--- src/rtl/numbers.sv ---
// numbers: hex-value overlay for the VGA pixel pipeline.
// Draws var1..var3 as three rows of four 7-segment-style hex digits in
// 8x8 cells. The input values are captured into shadow registers at raster
// coordinate (0,0), so the display does not tear mid-frame. The output
// pixel flag is registered and has a latency of one clock.
// Optional feature: define NUMBERS_BOX_EN to add a 1-px outline around the
// whole text block.
module numbers #(
  parameter int unsigned X0        = 16,
  parameter int unsigned Y0        = 16,
  parameter int unsigned ROW_PITCH = 10
) (
  input  logic        clk,
  input  logic        reset,
  input  logic [9:0]  x_px,
  input  logic [9:0]  y_px,
  input  logic [15:0] var1,
  input  logic [15:0] var2,
  input  logic [15:0] var3,
  output logic        pixel
);

  localparam logic [9:0] X0_L   = 10'(X0);
  localparam logic [9:0] ROW0_L = 10'(Y0);
  localparam logic [9:0] ROW1_L = 10'(Y0 + ROW_PITCH);
  localparam logic [9:0] ROW2_L = 10'(Y0 + 2 * ROW_PITCH);

`ifdef NUMBERS_BOX_EN
  localparam logic [9:0] BOX_L_L = 10'(X0 - 2);
  localparam logic [9:0] BOX_R_L = 10'(X0 + 33);
  localparam logic [9:0] BOX_T_L = 10'(Y0 - 2);
  localparam logic [9:0] BOX_B_L = 10'(Y0 + 2 * ROW_PITCH + 9);
`endif

  // Segment mask for a hex nibble, packed as {a,b,c,d,e,f,g}.
  function automatic logic [6:0] glyph(input logic [3:0] nib);
    logic [6:0] seg;
    case (nib)
      4'h0:    seg = 7'b1111110;
      4'h1:    seg = 7'b0110000;
      4'h2:    seg = 7'b1101101;
      4'h3:    seg = 7'b1111001;
      4'h4:    seg = 7'b0110011;
      4'h5:    seg = 7'b1011011;
      4'h6:    seg = 7'b1011111;
      4'h7:    seg = 7'b1110000;
      4'h8:    seg = 7'b1111111;
      4'h9:    seg = 7'b1111011;
      4'hA:    seg = 7'b1110111;
      4'hB:    seg = 7'b0011111;
      4'hC:    seg = 7'b1001110;
      4'hD:    seg = 7'b0111101;
      4'hE:    seg = 7'b1001111;
      default: seg = 7'b1000111;
    endcase
    return seg;
  endfunction

  // True when cell position (cx,cy) belongs to a segment that is enabled.
  // Column 7 and row 7 never match any segment, which leaves the spacing dark.
  function automatic logic seg_on(input logic [2:0] cx, input logic [2:0] cy,
                                  input logic [6:0] seg);
    logic mid_x;
    logic upper_y;
    logic lower_y;
    mid_x   = (cx >= 3'd1) && (cx <= 3'd5);
    upper_y = (cy == 3'd1) || (cy == 3'd2);
    lower_y = (cy == 3'd4) || (cy == 3'd5);
    return (seg[6] && cy == 3'd0 && mid_x)     // a
         | (seg[5] && cx == 3'd6 && upper_y)   // b
         | (seg[4] && cx == 3'd6 && lower_y)   // c
         | (seg[3] && cy == 3'd6 && mid_x)     // d
         | (seg[2] && cx == 3'd0 && lower_y)   // e
         | (seg[1] && cx == 3'd0 && upper_y)   // f
         | (seg[0] && cy == 3'd3 && mid_x);    // g
  endfunction

  logic [15:0] var1_q, var2_q, var3_q;
  logic        pixel_q, pixel_d;

  logic [9:0]  dx, dy0, dy1, dy2;
  logic        col_hit;
  logic        row_hit;
  logic [2:0]  cy;
  logic [15:0] row_val;
  logic [3:0]  nib;
  logic        glyph_lit;
  logic        box_lit;

  // Offsets from the text origin; wrap-around below the origin is masked by
  // the >= tests, so plain unsigned 10-bit arithmetic is enough.
  assign dx      = x_px - X0_L;
  assign dy0     = y_px - ROW0_L;
  assign dy1     = y_px - ROW1_L;
  assign dy2     = y_px - ROW2_L;
  assign col_hit = (x_px >= X0_L) && (dx < 10'd32);

  // Select the text row under the beam and its shadowed value.
  always_comb begin
    // NOTE: every signal gets a default first so no path leaves it unassigned,
    // which would otherwise infer a latch.
    row_hit = 1'b0;
    cy      = 3'd0;
    row_val = 16'h0000;
    if ((y_px >= ROW0_L) && (dy0 < 10'd8)) begin
      row_hit = 1'b1;
      cy      = dy0[2:0];
      row_val = var1_q;
    end else if ((y_px >= ROW1_L) && (dy1 < 10'd8)) begin
      row_hit = 1'b1;
      cy      = dy1[2:0];
      row_val = var2_q;
    end else if ((y_px >= ROW2_L) && (dy2 < 10'd8)) begin
      row_hit = 1'b1;
      cy      = dy2[2:0];
      row_val = var3_q;
    end
  end

  // Pick the nibble for the digit under the beam; digit 0 is the MS nibble.
  always_comb begin
    nib = 4'h0;
    case (dx[4:3])
      2'd0:    nib = row_val[15:12];
      2'd1:    nib = row_val[11:8];
      2'd2:    nib = row_val[7:4];
      default: nib = row_val[3:0];
    endcase
  end

  assign glyph_lit = row_hit && col_hit && seg_on(dx[2:0], cy, glyph(nib));

`ifdef NUMBERS_BOX_EN
  assign box_lit = (((x_px == BOX_L_L) || (x_px == BOX_R_L)) &&
                    (y_px >= BOX_T_L) && (y_px <= BOX_B_L)) ||
                   (((y_px == BOX_T_L) || (y_px == BOX_B_L)) &&
                    (x_px >= BOX_L_L) && (x_px <= BOX_R_L));
`else
  assign box_lit = 1'b0;
`endif

  assign pixel_d = glyph_lit || box_lit;
  assign pixel   = pixel_q;

  // Frame-start value capture and the one-clock registered pixel output.
  always_ff @(posedge clk or negedge reset) begin
    if (!reset) begin
      var1_q  <= 16'h0000;
      var2_q  <= 16'h0000;
      var3_q  <= 16'h0000;
      pixel_q <= 1'b0;
    end else begin
      // NOTE: non-blocking assignments keep every register sampling the
      // pre-edge values, so the order of these statements does not matter.
      pixel_q <= pixel_d;
      if ((x_px == 10'd0) && (y_px == 10'd0)) begin
        var1_q <= var1;
        var2_q <= var2;
        var3_q <= var3;
      end
    end
  end

endmodule

--- config.mk ---
export PLATFORM = sky130hd
export DESIGN_NAME = numbers
export DESIGN_NICKNAME = d
export VERILOG_FILES = /design/src/rtl/numbers.sv
export SDC_FILE = /design/constraint.sdc
export NUM_CORES = 1
export LEC_CHECK = 0
export ABC_CLOCK_PERIOD_IN_PS = 7100
export CORE_MARGIN = 2
export CORE_UTILIZATION = 55
export CTS_CLUSTER_SIZE = 14
export DETAILED_ROUTE_END_ITERATION = 7
export PLACE_DENSITY = 0.86
export SLEW_MARGIN = 20
export SYNTH_ARGS = -nofsm -noshare
export SYNTH_HDL_FRONTEND = slang
export SYNTH_SLANG_ARGS = --single-unit
export TNS_END_PERCENT = 20
--- constraint.sdc ---
create_clock -name clk -period 7.1 [get_ports clk]
set_input_delay 1.42 -clock clk [delete_from_list [all_inputs] [get_ports clk]]
set_output_delay 1.42 -clock clk [all_outputs]
set_load 0.02 [all_outputs]
* Word level (Yosys, flattened, before mapping)
Memories as Yosys holds them, arrays and structs flattened. Cells that the tools add are included.
Operators by class: reduce and logical (&&, ||, !) cells 29, muxes and demuxes 10, $add $sub $neg 4, equality and inequality tests 9, $lt $le $gt $ge 10, bitwise logic cells 6
Operator list (number):
- $mux W16 | 3
- $ge A10 B5 Y1 const B | 3
- $lt A10 B4 Y1 const B | 3
- $sub A10 B5 Y10 const B | 3
- $logic_and A1 B1 Y1 | 22
- $logic_not A10 Y1 | 2
- $eq A3 B3 Y1 const B | 4
- $pmux W4 S3 | 1
- $ge A10 B6 Y1 const B | 1
- $lt A10 B6 Y1 const B | 1
- $sub A10 B6 Y10 const B | 1
- $mux W3 | 3
- $eq A3 B2 Y1 const B | 2
- $logic_not A3 Y1 | 2
- $or A1 B1 Y1 | 6
- $eq A3 B1 Y1 const B | 1
- $ge A3 B1 Y1 const B | 1
- $le A3 B3 Y1 const B | 1
- $mux W1 | 3
- $eq A2 B1 Y1 const B | 1
- $eq A2 B2 Y1 const B | 1
- $logic_not A2 Y1 | 1
- $logic_or A1 B1 Y1 | 2
Word-level totals: logic and storage cells 73, memories 1, register bits after elaboration 49, memory bits (read-only) 112
Memories:
- (no name shown) | depth 16, bits a word 7, read ports 1, clocked after memory_dff 0, wr ports 0, line 38 | case (nib)

* Logic depth before layout (Yosys ltp)
Gate-level depths: netlist of the first run. An unclocked memory read counts as a cell.
depth after elaboration 17, mapped depth 14, mapped depth without buffers 13

* Least setup slack after synthesis of the first run
OpenSTA, ideal clock, no wires.
path kind input port to flip-flop, start in y_px[2], end reg pixel_q (netlist: pixel), setup time 129 ps, data arrival time 4070 ps, required time 6971 ps, stages on the path 13, setup slack 2901 ps, path through inv_1 -> ha_1 -> nor4b_1 -> nor3b_1 -> a21o_1 -> nand2_1 -> a221oi_4 -> inv_2 -> ha_1 -> o31ai_1 -> a221o_1 -> o21ai_0 -> a2111o_1
Between the ends: longest elaborated chain between the ends 17, elaborated cells on any way between the ends 54, those cells by class 3 x add/sub; 6 x order compare; 6 x eq/ne; 10 x mux; 6 x bitwise; 22 x reduce/logical; 1 x memory
Ends and longest elaborated chain:
- start: declaration | line 16 | input logic [9:0] y_px,
- $sub A10 B6 Y10 | line 95 | assign dy2 = y_px - ROW2_L;
- $lt A10 B4 Y1 | line 113 | end else if ((y_px >= ROW2_L) && (dy2 < 10'd8)) begin
- $logic_and A1 B1 Y1 | line 113
- $mux W16 | line 113
- $mux W16 | line 109 | end else if ((y_px >= ROW1_L) && (dy1 < 10'd8)) begin
- $mux W16 | line 105 | if ((y_px >= ROW0_L) && (dy0 < 10'd8)) begin
- $pmux W4 S3 | line 123 | case (dx[4:3])
- $mem_v2 Z16 W7
- $logic_and A1 B1 Y1 (on tied branches) (2 in a row) | line 69, 70
- $or A1 B1 Y1 | line 70 | | (seg[5] && cx == 3'd6 && upper_y)
- $or A1 B1 Y1 | line 71 | | (seg[4] && cx == 3'd6 && lower_y)
- $or A1 B1 Y1 | line 72 | | (seg[3] && cy == 3'd6 && mid_x)
- $or A1 B1 Y1 | line 73 | | (seg[2] && cx == 3'd0 && lower_y)
- $or A1 B1 Y1 | line 74 | | (seg[1] && cx == 3'd0 && upper_y)
- $or A1 B1 Y1 | line 75 | | (seg[0] && cy == 3'd3 && mid_x);
- $logic_and A1 B1 Y1 * | line 131 | assign glyph_lit = row_hit && col_hit && seg_on(dx[2:0], cy, glyph(nib));
- via glyph_lit | line 87 | logic glyph_lit;
- end signal: assignment | line 155 | pixel_q <= pixel_d;
- end: declaration | line 79 | logic pixel_q, pixel_d;
Mark *: on every way through the listed nets, which the timed path passes. The rest lies on a longest branch. A chain may end at the register's enable or synchronous reset.

* Worst setup path after layout of the first run
start in y_px[1], end reg pixel_q (netlist: pixel)
The elaborated chain is that of the path after synthesis.

==> impl_metrics.py, run 1 <==
metrics = {
    "worst_setup_path": {
        "cp_num_buf_inv": 2,
        "path_delay_family": "simple AND/OR/NAND/NOR gates",
        "cp-end-kind": "flop",
        "crit_chain": "clkdlybuf4s50_1 > inv_1 > ha_1 > nor4bb_4 > a311oi_2 > nor3_2 > a221oi_1 > a22oi_1 > nand4_2 > and2_1 > o21ai_1 > a21oi_1 > a2111o_1",
        "slowest_delay_ps": 630,
        "critPathKind": "primary input to flop",
        "cp_max_fo": 14,
        "setup.worst_path.start_class": "primary input",
        "cp.arrival_ps": 5310,
        "reg2reg_slack_ps": 4340,
        "critPathSlowestCell": "nor3_2",
        "required_ps": 7290,
    },
    "clock_network": {
        "clk_latency_ps": 300,
        "ctsResizeCount": 0,
        "clock_path_buffers": 2,
        "cts_sinks": 49,
        "path_clk_slew_ps": 90,
        "cts_made_buffers": 5,
        "tritoncts": "built",
        "cts.hold.buffers_added": 0,
        "cts_root_buffer": "clkbuf_8",
        "cts_htree_levels": 2,
        "cts_setup_buffers": 0,
    },
    "yosys": {
        "ys_async_sr_fraction_pct": 100,
        "synth.most_common_cell": "mux2_2",
        "netlist_instances": 294,
        "seq_area_frac_synth_pct": 38.7,
        "synthesis.nets": 373,
        "syn_avg_cell_area_um2": 10.8,
        "yosysWarnings": 0,
        "synth-edff-count": 0,
        "synth_area_um2": 3170,
        "yosys_register_bits": 49,
        "synth.area.top_cells": "dfrtp_1 39%, mux2_2 18%, ha_1 3.6%",
        "ys.flop_type": "dfrtp_1",
        "synth_top_cell_by_area": "dfrtp_1",
        "synth.top_cell.area_share_pct": 38.7,
        "synth_cell_type_count": 67,
        "synth_common_cells": "50 x mux2_2, 49 x dfrtp_1, 14 x nand2_1, 14 x nor2_1",
    },
    "power_and_ir_drop": {
        "max-vdd-ir-drop_mv": 0.143,
        "power_switching_mw": 0.146,
        "swShare_pct": 23.5,
        "power_frac_seq_pct": 44.8,
        "power_density_nw_per_um2": 155,
        "pwr-share-comb_pct": 16.8,
        "pwr-share-clk_pct": 38.3,
        "internal_power_mw": 0.476,
        "p_leak_nw": 1.82,
    },
    "timing": {
        "period_needed_ps": 5120,
        "fmax_mhz": 195,
        "finalSetupViolCount": 0,
        "fin_crit_sh_pct": 72.2,
        "relSlewSlack_pct": 52.0,
        "rsz0062_at_grt": "no",
        "max_slew.worst_pin.slew_ps": 718,
        "tns_ps": 0,
        "finalClockSkew_ps": 2.10,
        "final_max_slew_viol_count": 0,
        "hold_violations": 0,
    },
    "placement": {
        "place.port_buffers": 70,
        "placed_cells": 422,
        "gp_congestion": 0.853,
        "place_hpwl_um": 5810,
        "place_area_um2": 3880,
    },
    "global_route": {
        "grt_pass1_wl_um": 13100,
        "grt_usage_pct": 26.3,
        "overflow": 0,
        "antenna_found_initial": 0,
        "grt_max_degree": 50,
        "grt_pass1_vias": 2722,
    },
    "cells_and_area": {
        "diodes": 0,
        "final_area_um2": 4020,
        "fin_cells": 430,
        "drive_gt1_share_pct": 22.9,
        "nNetsFinal": 436,
        "syn2layout_area_growth_pct": 26.7,
    },
    "job": {
        "cap_viol_max_count": 0,
    },
    "drt": {
        "drtPass1Iterations": 4,
        "final_antenna_net_count": 0,
        "wl_um": 7790,
        "viasPerCell": 6.25,
        "num_vias": 2689,
        "drc": 0,
        "dr.first_iter.drc_count": 171,
        "wl_per_cell_um": 18.1,
    },
    "floorplan": {
        "design.portCount": 71,
        "start_util_pct": 57.2,
        "rows": 27,
        "dieArea_um2": 6390,
        "die_x_um": 79.9,
        "core_um2": 5540,
        "fp.dieH_um": 79.9,
    },
    "min_path": {
        "hp-class": "flop to flop",
    },
    "status": {
        "status": "complete, no violations",
    },
}
## cells in the final DEF (no fill, tap or decap), types with 6 or more instances in the layout
cell / n
o21ai_1: 6
nand2_1: 14
ha_1: 9
dfrtp_1: 49
inv_1: 12
mux2_2: 50
a31oi_1: 9
nor2_1: 14
nand3_1: 7
clkdlybuf4s50_1: 69
a21oi_1: 12
nor3_1: 6
## final cells by class
class / count / area (um2)
clock inverters: 3 / 68.8
flip-flops and latches: 49 / 1230
well taps: 72 / 90.1
fillers: 430 / 1520
multi-input cells: 215 / 1800
inverters: 14 / 52.6
clock buffers: 5 / 68.8
repair buffers: 72 / 713
## stage by stage
step / hold slack, ps / setup WS [ps] / util, % / power (mW)
floorplan: 470 / 2900 / - / 0.333
global placement: 489 / 1820 / 70.0 / 0.386
detailed placement: 494 / 1770 / 70.0 / 0.388
CTS: 516 / 2060 / 72.5 / 0.624
global route: 533 / 1510 / 72.5 / 0.646
finish: 514 / 1980 / 72.5 / 0.622
## final timing paths
path                                       start                      to  cells after the start
setup / recovery                         y_px[1]         pixel$_DFF_PN0_                     13
hold / removal             var3_q[2]$_DFFE_PN0P_   var3_q[2]$_DFFE_PN0P_                      1
setup reg to reg           var2_q[8]$_DFFE_PN0P_         pixel$_DFF_PN0_                     11
hold reg to reg            var3_q[2]$_DFFE_PN0P_   var3_q[2]$_DFFE_PN0P_                      1
max in group asynchronous                  reset   var1_q[4]$_DFFE_PN0P_                      1
min in group asynchronous                  reset  var1_q[14]$_DFFE_PN0P_                      1
## power groups by stage
stage	clock, mW	combinational [mW]	sequential, mW
final	0.238	0.105	0.279
after global routing	0.253	0.114	0.279
after CTS	0.241	0.104	0.279
after detailed placement	0	0.103	0.284
after global placement	0	0.102	0.284
after floorplan	0	0.0488	0.284
## routing by layer
layer / vias up / track usage (%) / share of wire, %
met3: 27 / 4.30 / 5.9
met5: - / 0 / 0
met1: 1286 / 33.9 / 43
met2: 125 / 45.4 / 49
li1: 1251 / - / -
met4: 0 / 7.29 / 2.7
## worst register-to-register path, cell delays in order, from the launching register on
cell      delay, ps
dfrtp_1         360
mux2i_1          80
a21oi_1         240
and4_1          240
o22ai_1         110
a221oi_4        420
inv_2           110
ha_1            310
o31ai_1         240
a221o_1         170
o21ai_0          70
a2111o_1        290
## state kept, by name, indices dropped and copies added, names as in the netlist
register,flops
var3_q,16
var2_q,16
pixel,1
var1_q,16
## logic make-up (layout without fill, tap and decap cells)
logic type | Yosys count | in the layout | share of synthesized area (%)
flip-flops | 49 | 49 | 38.7
adder cells (fa/ha/maj) | 9 | 9 | 3.55
XOR/XNOR | 5 | 5 | 1.38
multiplexers | 53 | 53 | 18.7
buffers and inverters | 30 | 94 | 4.65
AO/OA/AOI/OAI | 75 | 75 | 18.3
AND/OR/NAND/NOR | 73 | 73 | 14.8
Power figures use the tool's default switching activity.
==> inputs of run 2 (changes only) <==
--- a/config.mk
+++ b/config.mk
@@ -5,12 +5,12 @@
 export SDC_FILE = /design/constraint.sdc
 export NUM_CORES = 1
 export LEC_CHECK = 0
-export ABC_CLOCK_PERIOD_IN_PS = 7100
+export ABC_CLOCK_PERIOD_IN_PS = 5100
 export CORE_MARGIN = 2
-export CORE_UTILIZATION = 55
+export CORE_UTILIZATION = 51
 export CTS_CLUSTER_SIZE = 14
 export DETAILED_ROUTE_END_ITERATION = 7
-export PLACE_DENSITY = 0.86
+export PLACE_DENSITY = 0.81
 export SLEW_MARGIN = 20
 export SYNTH_ARGS = -nofsm -noshare
 export SYNTH_HDL_FRONTEND = slang
==> constraint.sdc (replaced) <==
create_clock -name clk -period 5.1 [get_ports clk]
set_input_delay 1.02 -clock clk [delete_from_list [all_inputs] [get_ports clk]]
set_output_delay 1.02 -clock clk [all_outputs]
set_load 0.02 [all_outputs]
==> run 2 against run 1 <==
  * Total power grew 25%
  * Clock power about the same
  * Sequential share of layout area grew 0.10 points
  * Worst setup slack worse by 1500 ps
  * Largest power group unchanged
==> impl_metrics.py, run 2 (synthesis gave the netlist of run 1 again) <==
metrics = {
    "global_route": {
        "grt_usage_pct": 22.9,
        "grt_pass1_wl_um": 13000,
        "grt_pass1_vias": 2692,
        "overflow": 0,
        "antenna_found_initial": 0,
        "grt_max_degree": 50,
    },
    "clock_network": {
        "cts_sinks": 49,
        "cts_made_buffers": 5,
        "cts_root_buffer": "clkbuf_8",
        "ctsResizeCount": 0,
        "tritoncts": "built",
        "cts_htree_levels": 2,
        "cts_setup_buffers": 0,
        "clk_latency_ps": 310,
        "cts.hold.buffers_added": 0,
        "path_clk_slew_ps": 100,
        "clock_path_buffers": 2,
    },
    "floorplan": {
        "dieArea_um2": 6870,
        "rows": 28,
        "start_util_pct": 53.3,
        "core_um2": 5960,
        "die_x_um": 82.9,
        "fp.dieH_um": 82.9,
        "design.portCount": 71,
    },
    "timing": {
        "max_slew.worst_pin.slew_ps": 626,
        "hold_violations": 0,
        "layout_setup_ws_ps": 502,
        "finalClockSkew_ps": 3.21,
        "final_max_slew_viol_count": 0,
        "fin_crit_sh_pct": 90.2,
        "fmax_mhz": 217,
        "rsz0062_at_grt": "no",
        "period_needed_ps": 4600,
        "finalSetupViolCount": 0,
        "relSlewSlack_pct": 58.3,
        "tns_ps": 0,
    },
    "worst_setup_path": {
        "required_ps": 5290,
        "endpoint": "pixel$_DFF_PN0_",
        "critPathMostFrequentCell": "ha_1",
        "cp-end-kind": "flop",
        "reg2regPathDepth": 11,
        "timing.rr.start": "var2_q[8]$_DFFE_PN0P_",
        "setup.worst_path.start_class": "primary input",
        "cp_max_fo": 8,
        "path_depth": 14,
        "cp.arrival_ps": 4790,
        "reg2reg_slack_ps": 2290,
        "critPathKind": "primary input to flop",
        "critPathSlowestCell": "clkdlybuf4s50_1",
        "cp_num_buf_inv": 3,
        "slowest_delay_ps": 650,
        "path_delay_family": "compound AO/OA/AOI/OAI gates",
        "worst_r2r_endpoint": "pixel$_DFF_PN0_",
        "crit_chain": "clkdlybuf4s50_1 > inv_1 > ha_1 > nor4b_1 > nor3b_1 > a21o_1 > nand2_1 > a221oi_4 > inv_2 > ha_1 > o31ai_1 > a221o_1 > o21ai_0 > a2111o_1",
        "cp-startpoint": "y_px[3]",
    },
    "drt": {
        "final_antenna_net_count": 0,
        "drtPass1Iterations": 4,
        "wl_per_cell_um": 17.7,
        "drc": 0,
        "wl_um": 7730,
        "viasPerCell": 6.02,
        "num_vias": 2631,
        "dr.first_iter.drc_count": 224,
    },
    "cells_and_area": {
        "drive_gt1_share_pct": 23.8,
        "fillers": 504,
        "multi_input_area_um2": 1800,
        "nNetsFinal": 440,
        "syn2layout_area_growth_pct": 26.2,
        "regArea_um2": 1230,
        "largestRegisters": "var1_q: 16 flops, var2_q: 16 flops, var3_q: 16 flops",
        "mostFrequentLayoutCell": "clkdlybuf4s50_1",
        "diodes": 0,
        "mostFrequentLayoutCells": "69 x clkdlybuf4s50_1, 50 x mux2_2, 49 x dfrtp_1",
    },
    "placement": {
        "place.port_buffers": 70,
        "gp_congestion": 0.845,
        "place_hpwl_um": 5840,
        "dp_slack_ps": 225,
    },
    "power_and_ir_drop": {
        "power_density_nw_per_um2": 193,
        "p_leak_nw": 1.81,
        "max-vdd-ir-drop_mv": 0.146,
    },
    "min_path": {
        "hold_path_depth": 1,
        "worstHoldStart": "var3_q[2]$_DFFE_PN0P_",
        "hp-class": "flop to flop",
    },
    "job": {
        "cap_viol_max_count": 0,
    },
    "status": {
        "status": "complete, no violations",
    },
}
run 2: cell count changes in the layout (fill, tap and decap cells not counted):
cell / delta
bufinv_16: -2
clkinv_2: +1
buf_4: +4
clkinvlp_4: +1
run 2: area by class of cell:
class                   instances  share of cell area, %
clock inverters                 3                  0.531
well taps                      75                   2.34
repair buffers                 76                   18.6
inverters                      14                   1.31
flip-flops and latches         49                   30.6
clock buffers                   5                   1.72
multi-input cells             215                   44.9
run 2: worst register-to-register path, delay by kind of cell, from the launching register on:
kind | cells | cell delay [ps]
fa+ha+maj | 1 | 300
flops | 1 | 360
mux | 1 | 70
buf+inv | 1 | 110
compound gates | 7 | 1600
simple gates | 1 | 250
run 2: stage by stage:
step                util, %  hold WS [ps]  instances  area (um2)  power (mW)
floorplan                 -           470        294        3170       0.464
global placement       65.7           489        429        3910       0.539
detailed placement     65.7           499        429        3910       0.542
CTS                    67.2           521        437        4000       0.780
global route           67.2           539        437        4000       0.809
finish                 67.2           517        437        4000       0.775
run 2: worst min path at each step:
| stage | end | slack, ps |
|---|---|---|
| after floorplan | var3_q[3]$_DFFE_PN0P_ | 470 |
| after global placement | var2_q[8]$_DFFE_PN0P_ | 490 |
| after detailed placement | var3_q[2]$_DFFE_PN0P_ | 500 |
| after CTS | var2_q[5]$_DFFE_PN0P_ | 520 |
| after global routing | var2_q[5]$_DFFE_PN0P_ | 540 |
| final | var3_q[2]$_DFFE_PN0P_ | 520 |
run 2: layer usage:
metal	GRT usage (%)	routed length (um)
met3	4.57	440
met5	0	0
met2	36.7	3730
met1	30.8	3400
met4	8.20	162
run 2: power by group:
group,switching (mW),internal (mW)
registers,0.0000158,0.388
clock network,0.141,0.0976
logic,0.0690,0.0785
==> inputs of run 3 (changes only) <==
--- a/config.mk
+++ b/config.mk
@@ -6,6 +6,7 @@
 export NUM_CORES = 1
 export LEC_CHECK = 0
 export ABC_CLOCK_PERIOD_IN_PS = 5100
+export CAP_MARGIN = 20
 export CORE_MARGIN = 2
 export CORE_UTILIZATION = 51
 export CTS_CLUSTER_SIZE = 14
==> results of run 3 <==
The final DEF is identical to that of run 2; final timing and power are the same.
